`config.mk`:
```
export PLATFORM = sky130hd
export DESIGN_NAME = hop_chain_mc
export DESIGN_NICKNAME = d
export VERILOG_FILES = /design/src/rtl/hop_pkg.sv /design/src/rtl/hop_chain_lane.sv /design/src/rtl/hop_chain_mc.sv
export SDC_FILE = /design/constraint.sdc
export NUM_CORES = 1
export LEC_CHECK = 0
export ABC_AREA = 0
export ABC_CLOCK_PERIOD_IN_PS = 1900
export CAP_MARGIN = 30
export CORE_MARGIN = 3
export CORE_UTILIZATION = 45
export CTS_CLUSTER_DIAMETER = 120
export CTS_CLUSTER_SIZE = 14
export DETAILED_ROUTE_END_ITERATION = 12
export PLACE_DENSITY_LB_ADDON = 0.08
export SYNTH_ARGS = -nofsm -noshare
export SYNTH_HDL_FRONTEND = slang
export SYNTH_HIERARCHICAL = 1
export SYNTH_SLANG_ARGS = --single-unit
```
`constraint.sdc`:
```
create_clock -name clock0 -period 1.9 [get_ports clock0]
set_input_delay 0.38 -clock clock0 [delete_from_list [all_inputs] [get_ports clock0]]
set_output_delay 0.38 -clock clock0 [all_outputs]
set_load 0.1 [all_outputs]
```
`src/rtl/hop_pkg.sv`:
```
// Shared types and helpers for the multi-lane hop chain.
// Lane FSM states, flush-counter sizing and a saturating increment.
package hop_pkg;

  typedef enum logic [1:0] {
    IDLE,
    RUN,
    FLUSH
  } lane_state_t;

  localparam int DEF_DEPTH   = 5;
  localparam int FLUSH_CNT_W = $clog2(DEF_DEPTH + 1);

  function automatic logic [63:0] sat_inc(
    input logic [63:0] v,
    input logic [63:0] max_v
  );
    return (v >= max_v) ? v : v + 64'd1;
  endfunction

endpackage

```
`src/rtl/hop_chain_lane.sv`:
```
// One hop lane: DEPTH-stage valid/data shift chain, flush FSM, delivery counter.
// HOP_TAP_EN adds a registered tap of a selectable stage.
module hop_chain_lane
  import hop_pkg::*;
#(
  parameter int DEPTH = 5,
  parameter int WIDTH = 1,
  parameter int CNT_W = 8,
  parameter int TAP_W = $clog2(DEPTH)
) (
  input  logic             clk,
  input  logic             rst_n,
  input  logic             in_valid,
  input  logic [WIDTH-1:0] in_data,
  input  logic             ch_en,
  input  logic [DEPTH-1:0] stage_clr,
  input  logic             ch_flush,
  output logic             out_valid,
  output logic [WIDTH-1:0] out_data,
  output logic             busy,
  output logic [CNT_W-1:0] count
`ifdef HOP_TAP_EN
  ,
  input  logic [TAP_W-1:0] tap_sel,
  output logic             tap_valid,
  output logic [WIDTH-1:0] tap_data
`endif
);

  localparam int FW_D = $clog2(DEPTH + 1);
  localparam int FW   = (FLUSH_CNT_W > FW_D) ? FLUSH_CNT_W : FW_D;
  localparam logic [CNT_W-1:0] CMAX = '1;

  lane_state_t      state, state_nx;
  logic [FW-1:0]    fcnt, fcnt_nx;
  logic [DEPTH-1:0] v_q, v_nx, src_v;
  logic [WIDTH-1:0] d_q [DEPTH];
  logic [WIDTH-1:0] d_nx [DEPTH];
  logic [WIDTH-1:0] src_d [DEPTH];
  logic             flushing;
  logic             head_v;
  logic [WIDTH-1:0] head_d;

  assign flushing = (state == FLUSH);
  assign head_v   = ~flushing & in_valid;
  assign head_d   = head_v ? in_data : '0;

  always_comb begin
    src_v    = {v_q[DEPTH-2:0], head_v};
    src_d    = d_q;
    src_d[0] = head_d;
    for (int s = 1; s < DEPTH; s++) begin
      src_d[s] = d_q[s-1];
    end
  end

  // Flush outranks stage clear, which outranks shift/hold.
  always_comb begin
    v_nx = v_q;
    d_nx = d_q;
    for (int s = 0; s < DEPTH; s++) begin
      if (flushing) begin
        v_nx[s] = src_v[s];
        d_nx[s] = src_d[s];
      end else if (stage_clr[s]) begin
        v_nx[s] = 1'b0;
        d_nx[s] = '0;
      end else if (ch_en) begin
        v_nx[s] = src_v[s];
        d_nx[s] = src_d[s];
      end
    end
  end

  always_comb begin
    state_nx = state;
    fcnt_nx  = fcnt;
    if (ch_flush) begin
      state_nx = FLUSH;
      fcnt_nx  = '0;
    end else begin
      unique case (state)
        IDLE: begin
          if (ch_en && in_valid) state_nx = RUN;
        end
        RUN: begin
          if (~|v_q && !in_valid) state_nx = IDLE;
        end
        FLUSH: begin
          if (fcnt == FW'(DEPTH - 1)) begin
            state_nx = IDLE;
            fcnt_nx  = '0;
          end else begin
            fcnt_nx = fcnt + FW'(1);
          end
        end
        default: state_nx = IDLE;
      endcase
    end
  end

  assign out_valid = v_q[DEPTH-1] & ~flushing;
  assign out_data  = out_valid ? d_q[DEPTH-1] : '0;
  assign busy      = (|v_q) | flushing;

  always_ff @(posedge clk or negedge rst_n) begin
    if (!rst_n) begin
      state <= IDLE;
      fcnt  <= '0;
      v_q   <= '0;
      count <= '0;
      for (int s = 0; s < DEPTH; s++) begin
        d_q[s] <= '0;
      end
    end else begin
      state <= state_nx;
      fcnt  <= fcnt_nx;
      v_q   <= v_nx;
      d_q   <= d_nx;
      if (out_valid && ch_en) begin
        count <= CNT_W'(sat_inc(64'(count), 64'(CMAX)));
      end
    end
  end

`ifdef HOP_TAP_EN
  always_ff @(posedge clk or negedge rst_n) begin
    if (!rst_n) begin
      tap_valid <= 1'b0;
      tap_data  <= '0;
    end else if (32'(tap_sel) < DEPTH) begin
      tap_valid <= v_q[tap_sel];
      tap_data  <= d_q[tap_sel];
    end else begin
      tap_valid <= 1'b0;
      tap_data  <= '0;
    end
  end
`endif

endmodule

```
`src/rtl/hop_chain_mc.sv`:
```
// NUM_CH independent registered hop lanes with flush, clear and counters.
// Optional stage tap when HOP_TAP_EN is defined.
module hop_chain_mc
  import hop_pkg::*;
#(
  parameter int NUM_CH = 4,
  parameter int DEPTH  = 5,
  parameter int WIDTH  = 1,
  parameter int CNT_W  = 8
) (
  input  logic                    clock0,
  input  logic                    rst_n,
  input  logic [NUM_CH-1:0]       in_valid,
  input  logic [NUM_CH*WIDTH-1:0] in_data,
  input  logic [NUM_CH-1:0]       ch_en,
  input  logic [NUM_CH*DEPTH-1:0] stage_clr,
  input  logic [NUM_CH-1:0]       ch_flush,
  output logic [NUM_CH-1:0]       out_valid,
  output logic [NUM_CH*WIDTH-1:0] out_data,
  output logic [NUM_CH-1:0]       ch_busy,
  output logic [NUM_CH*CNT_W-1:0] ch_count
`ifdef HOP_TAP_EN
  ,
  input  logic [$clog2(DEPTH)-1:0] tap_sel,
  output logic [NUM_CH*WIDTH-1:0]  tap_data,
  output logic [NUM_CH-1:0]        tap_valid
`endif
);

  for (genvar c = 0; c < NUM_CH; c++) begin : g_lane
    hop_chain_lane #(
      .DEPTH (DEPTH),
      .WIDTH (WIDTH),
      .CNT_W (CNT_W)
    ) u_lane (
      .clk       (clock0),
      .rst_n     (rst_n),
      .in_valid  (in_valid[c]),
      .in_data   (in_data[c*WIDTH +: WIDTH]),
      .ch_en     (ch_en[c]),
      .stage_clr (stage_clr[c*DEPTH +: DEPTH]),
      .ch_flush  (ch_flush[c]),
      .out_valid (out_valid[c]),
      .out_data  (out_data[c*WIDTH +: WIDTH]),
      .busy      (ch_busy[c]),
      .count     (ch_count[c*CNT_W +: CNT_W])
`ifdef HOP_TAP_EN
      ,
      .tap_sel   (tap_sel),
      .tap_valid (tap_valid[c]),
      .tap_data  (tap_data[c*WIDTH +: WIDTH])
`endif
    );
  end

endmodule
```
==> metrics.cfg, run 1 <==
[routing]
drc=0
drtPass1Iterations=4
ant_nets=0
wl_um=9590
routed-via-count=3618
vias_per_cell=5.27
drt_iter0_drc=110
detail_route.wl_per_cell_um=14.0

[sta]
period_minus_slack_ns=2.20
finalSetupViolCount=3
grt_setup_unrepaired=yes
maxSlewHeadroom_pct=68.4
hold_slack_ns=0.445
slew_violations=0
max_freq_ghz=0.455
worstMarginPinSlew_ns=0.474
finClkSkew_ns=0.00749
hold_viol=0
fin_crit_sh_pct=116
setup_slack_ns=-0.296

[status]
violations=setup timing
status=complete, but fails checks

[synthesis]
synth_cell_type_count=43
yosysTopAreaCellShare_pct=50.4
syn_inst=444
yosysTopAreaCell=dfrtp_1
yosys_warnings=6
ys_seq_elements=92
synth_area_leaders=dfrtp_1 50%, nand2_1 4.9%, o21ai_0 4.9%
syn_area_sq_um=4570
yosysSeqAreaShare_pct=50.4
synth_nets=494
synth_area_per_cell_sq_um=10.3

[finish]
seqCellArea_sq_um=2340
final_common_cell=dfrtp_1
antenna_cells=0
finalNetCount=599
area_growth_syn_to_layout_pct=41.0
drive_above_1_share_pct=28.0
n_fill_cell=808
multi_input_area_sq_um=2210
most-common-layout-cells=61 x dfrtp_1, 60 x nand2_1, 46 x buf_12
fin_area_sq_um=6450

[floorplan]
ios=82
num_rows=36
die_height_um=107
core_area_sq_um=9820
die-area_sq_um=11400
die_x_um=107
initial_core_util_pct=46.6

[global_route]
grt.total_usage_pct=18.1
antenna_found_initial=0
grt-ovfl-total=0
grt_max_degree=35
grt_pass1_wl_um=16800
grt_pass1_vias=3679

[worst_setup_path]
worstSetupPathType=reg2out
arrival_ns=1.82
worst-path-max-fanout=2
endpoint_kind=primary output
critPathLaunchType=register
cp_data_required_time_ns=1.52

[power_and_ir_drop]
power_density_nw_per_um2=680
clockPowerShare_pct=30.6
power_frac_seq_pct=48.8
cellInternalPower_mw=3.09
p_sw_share_pct=29.5
ir_worst_vdd_v=0.000515
power_leakage_nw=2.71
p_switching_mw=1.30
comb_power_share_pct=20.6

[flow_run]
cap_violations=0

[worst_hold_path]
hp-class=reg2reg

[clocking]
root_buffer=clkbuf_8
htree_levels=3
cts_buffers=9
clock_latency_ns=0.36
cts_tree=yes
cts_buffer_depth=2
clkTransAtPathRegs_ns=0.09
numClockSinks=92

[place]
placed_area_sq_um=6120
gp_congestion=0.791
portBuffers=81
dp_hpwl_um=6890
post-place-ws_ns=0.00391

-- power groups by stage --
stage	combinational [mW]	clock (mW)	sequential, mW
5_1_grt	0.974	1.48	2.16
6_report	0.904	1.34	2.14
3_5_place_dp	0.899	0	2.18
4_1_cts	0.906	1.40	2.14
2_1_floorplan	0.285	0	2.39
3_3_place_gp	0.882	0	2.17
-- path summary, 6_finish.rpt --
check	cells after the start	endpoint	slack, ns	startpoint
worst max-delay path	3	ch_busy[0]	-0.30	g_lane[0].u_lane/v_q[1]
worst min-delay path	1	g_lane[3].u_lane/state[0]	0.44	g_lane[3].u_lane/state[1]
worst max register to register	4	g_lane[0].u_lane/count[1]	0.26	g_lane[0].u_lane/count[0]
worst min register to register	1	g_lane[3].u_lane/state[0]	0.44	g_lane[3].u_lane/state[1]
max in group asynchronous	3	g_lane[1].u_lane/count[0]	0.85	rst_n
min in group asynchronous	2	g_lane[2].u_lane/count[5]	0.51	rst_n
-- routing by layer --
metal | up-vias | GRT usage, % | routed length [um]
li1 | 1777 | - | -
met1 | 1761 | 23.7 | 4420
met2 | 71 | 29.0 | 4540
met3 | 9 | 6.56 | 533
met4 | 0 | 4.20 | 89
met5 | - | 0 | 0
-- area by class of cell --
type / instances / area share (%)
sequential: 92 / 36.3
multi-input combinational: 327 / 34.3
inverter: 8 / 0.466
clock buffer: 15 / 2.58
timing repair buffer: 111 / 23.3
clock inverter: 1 / 0.466
tap: 133 / 2.58
-- cells by family after synthesis --
logic type,after synthesis,share of synthesized area (%)
fa+ha+maj,12,3.28
flops,92,50.4
compound gates,101,12.9
simple gates,175,22.7
xor+xnor,25,4.79
buf+inv,25,2.76
mux,14,3.20
-- sequential cells by signal, summed over array words and instances, names as in the netlist --
name and flops:
g_lane.u_lane/count 32, g_lane.u_lane/d_q 20, g_lane.u_lane/fcnt 12, g_lane.u_lane/state 8, g_lane.u_lane/v_q 20
-- cells in the mapped netlist, drive strengths merged --
| library cell | n |
|---|---|
| nand4 | 8 |
| dfrtp | 92 |
| mux2i | 9 |
| nor4 | 1 |
| and3 | 13 |
| mux2 | 5 |
| a21oi | 35 |
| o21ai | 45 |
| buf | 15 |
| and2 | 4 |
| xnor2 | 16 |
| nand3b | 4 |
| or4 | 3 |
| nor2b | 15 |
| a22oi | 7 |
| nand2b | 3 |
| and4 | 5 |
| nor4b | 3 |
| or2 | 1 |
| clkbuf | 2 |
| nor3b | 21 |
| a21o | 3 |
| a31oi | 4 |
| or3 | 4 |
| or2b | 1 |
| xor2 | 9 |
| nor2 | 8 |
| nand3 | 10 |
| a211oi | 7 |
| inv | 8 |
| ha | 12 |
| nand2 | 60 |
| nor3 | 11 |
-- through the flow --
step | utilization [%] | instances | TNS (ns) | power, mW
after floorplan | - | 444 | -0.122 | 2.67
after global routing | 65.7 | 687 | -1.06 | 4.61
after global placement | 62.4 | 661 | 0 | 3.06
after CTS | 65.0 | 684 | -0.938 | 4.44
after detailed placement | 62.4 | 661 | 0 | 3.08
final | 65.7 | 687 | -0.853 | 4.39
-- repair_timing --
item | in CTS | in global routing
setup buffers | 6 | 3
hold endpoints to repair | 31 | 0
resized for setup | 2 | 11
endpoints found under the setup margin | 3 | 12
hold buffers | 1 | 0
-- critical path, cell delays in order, from the launching register on --
cell,delay [ns]
dfrtp_1,0.39
or4_4,0.53
or3_4,0.36
buf_12,0.18
Note: power is estimated with default switching activity, not from simulation.
==> inputs of run 2 (changes only) <==
CORE_UTILIZATION = 50   (was 45)
TNS_END_PERCENT = 50   (was unset)
==> metrics.cfg, run 2 (synthesis gave the netlist of run 1 again) <==
[clocking]
cts_tree=yes
root_buffer=clkbuf_8
cts_buffer_depth=2
clock_latency_ns=0.36
clkTransAtPathRegs_ns=0.09
cts_buffers=9
numClockSinks=92
htree_levels=3

[worst_setup_path]
cp_data_required_time_ns=1.52
worst-path-max-fanout=2
arrival_ns=1.82
critPathLaunchType=register
endpoint_kind=primary output
worstSetupPathType=reg2out

[finish]
final_common_cell=dfrtp_1
finalNetCount=594
drive_above_1_share_pct=27.5
most-common-layout-cells=62 x dfrtp_1, 60 x nand2_1, 46 x buf_12
reg_top3=g_lane.u_lane/count: 32 flops, g_lane.u_lane/d_q: 20 flops, g_lane.u_lane/v_q: 20 flops
top_register=g_lane.u_lane/count
instances_no_fill=657
area_growth_syn_to_layout_pct=39.5
antenna_cells=0
largest_reg_flops=32

[status]
violations=setup timing
status=complete, but fails checks

[place]
portBuffers=81
gp_congestion=0.803
placed_cells=636
dp_hpwl_um=7260

[floorplan]
die_height_um=102
ios=82
core_area_sq_um=8810
die_x_um=102
die-area_sq_um=10300
num_rows=34
initial_core_util_pct=51.9

[routing]
wl_met1_um=4340
wl_met3_um=377
wl_um=9780
ant_nets=0
top_layer=met4
drt_iter0_drc=62
wl_met2_um=4920
drc=0
routed-via-count=3564
detail_route.wl_per_cell_um=14.9
drtPass1Iterations=4
vias_per_cell=5.42

[sta]
setup_slack_ns=-0.297
slew_violations=0
max_freq_ghz=0.455
period_minus_slack_ns=2.20
hold_slack_ns=0.450
hold_viol=0
finClkSkew_ns=0.0158
maxSlewHeadroom_pct=70.8
grt_setup_unrepaired=yes
fin_crit_sh_pct=116
finalSetupViolCount=3
worstMarginPinSlew_ns=0.438

[global_route]
grt_max_degree=39
grt-ovfl-total=0
grt_pass1_vias=3606
grt_pass1_wl_um=16800
antenna_found_initial=0
grt.total_usage_pct=20.2

[flow_run]
cap_violations=0

[power_and_ir_drop]
power_density_nw_per_um2=701
power_leakage_nw=2.68
ir_worst_vdd_v=0.000668

[worst_hold_path]
hp-class=reg2reg

-- run 2: changes by cell type in the layout (fill, tap and decap cells not counted), sizes merged --
cell | before | now
clkbuf | 15 | 10
clkinv | 0 | 1
bufinv | 1 | 2
clkinvlp | 0 | 2
buf | 74 | 69
inv | 8 | 9
-- run 2: area by class of cell --
type | instances | area [sq um]
Clock inverter | 6 | 88.8
Timing Repair Buffer | 106 | 1460
Sequential cell | 92 | 2340
Fill cell | 640 | 2430
Clock buffer | 10 | 128
Inverter | 8 | 30.0
Tap cell | 108 | 135
Multi-Input combinational cell | 327 | 2190
-- run 2: timing repair --
| action | in CTS | in global routing |
|---|---|---|
| cloned | 0 | 0 |
| endpoints found under the setup margin | 5 | 10 |
| gates resized for setup | 5 | 7 |
| hold endpoints to repair | 29 | 0 |
| pin swaps | 2 | 0 |
| hold buffers | 1 | 0 |
| setup buffers | 3 | 1 |
-- run 2: worst paths after layout --
check	endpoint	cells after the start	slack (ns)	from
max	ch_busy[0]	3	-0.30	g_lane[0].u_lane/v_q[1]
min	g_lane[3].u_lane/state[0]	1	0.45	g_lane[3].u_lane/state[1]
max reg2reg	g_lane[1].u_lane/count[1]	4	0.22	g_lane[1].u_lane/count[0]
min reg2reg	g_lane[3].u_lane/state[0]	1	0.45	g_lane[3].u_lane/state[1]
max in group asynchronous	g_lane[0].u_lane/count[5]	3	0.82	rst_n
min in group asynchronous	g_lane[2].u_lane/count[7]	2	0.51	rst_n
-- run 2: per-stage QoR --
step / utilization, % / power, mW / worst slack (ns) / setup TNS, ns / instance area, sq um
6_report: 72.4 / 4.47 / -0.297 / -0.843 / 6380
5_1_grt: 72.4 / 4.67 / -0.336 / -0.987 / 6380
4_1_cts: 72.1 / 4.52 / -0.310 / -0.904 / 6340
3_5_place_dp: 69.0 / 3.08 / 0.0326 / 0 / 6070
3_3_place_gp: 69.0 / 3.05 / 0.0391 / 0 / 6070
2_1_floorplan: - / 2.67 / -0.0964 / -0.462 / 4610
-- run 2: worst max-delay path, stage by stage, from the launching register on --
cell	delay [ns]
dfrtp_1	0.40
or4_4	0.54
or3_4	0.36
buf_12	0.18
-- run 2: report_power, final --
group          total (mW)  internal (mW)  switching [mW]
registers            2.14           2.04          0.0955
clock network        1.43          0.744           0.687
logic               0.901          0.359           0.542
total                4.47           3.15            1.32
-- run 2: layer usage --
layer | GRT usage, % | up-vias
met2 | 33.6 | 66
met3 | 3.93 | 13
met4 | 5.93 | 0
met5 | 0 | -
li1 | - | 1773
met1 | 26.9 | 1712
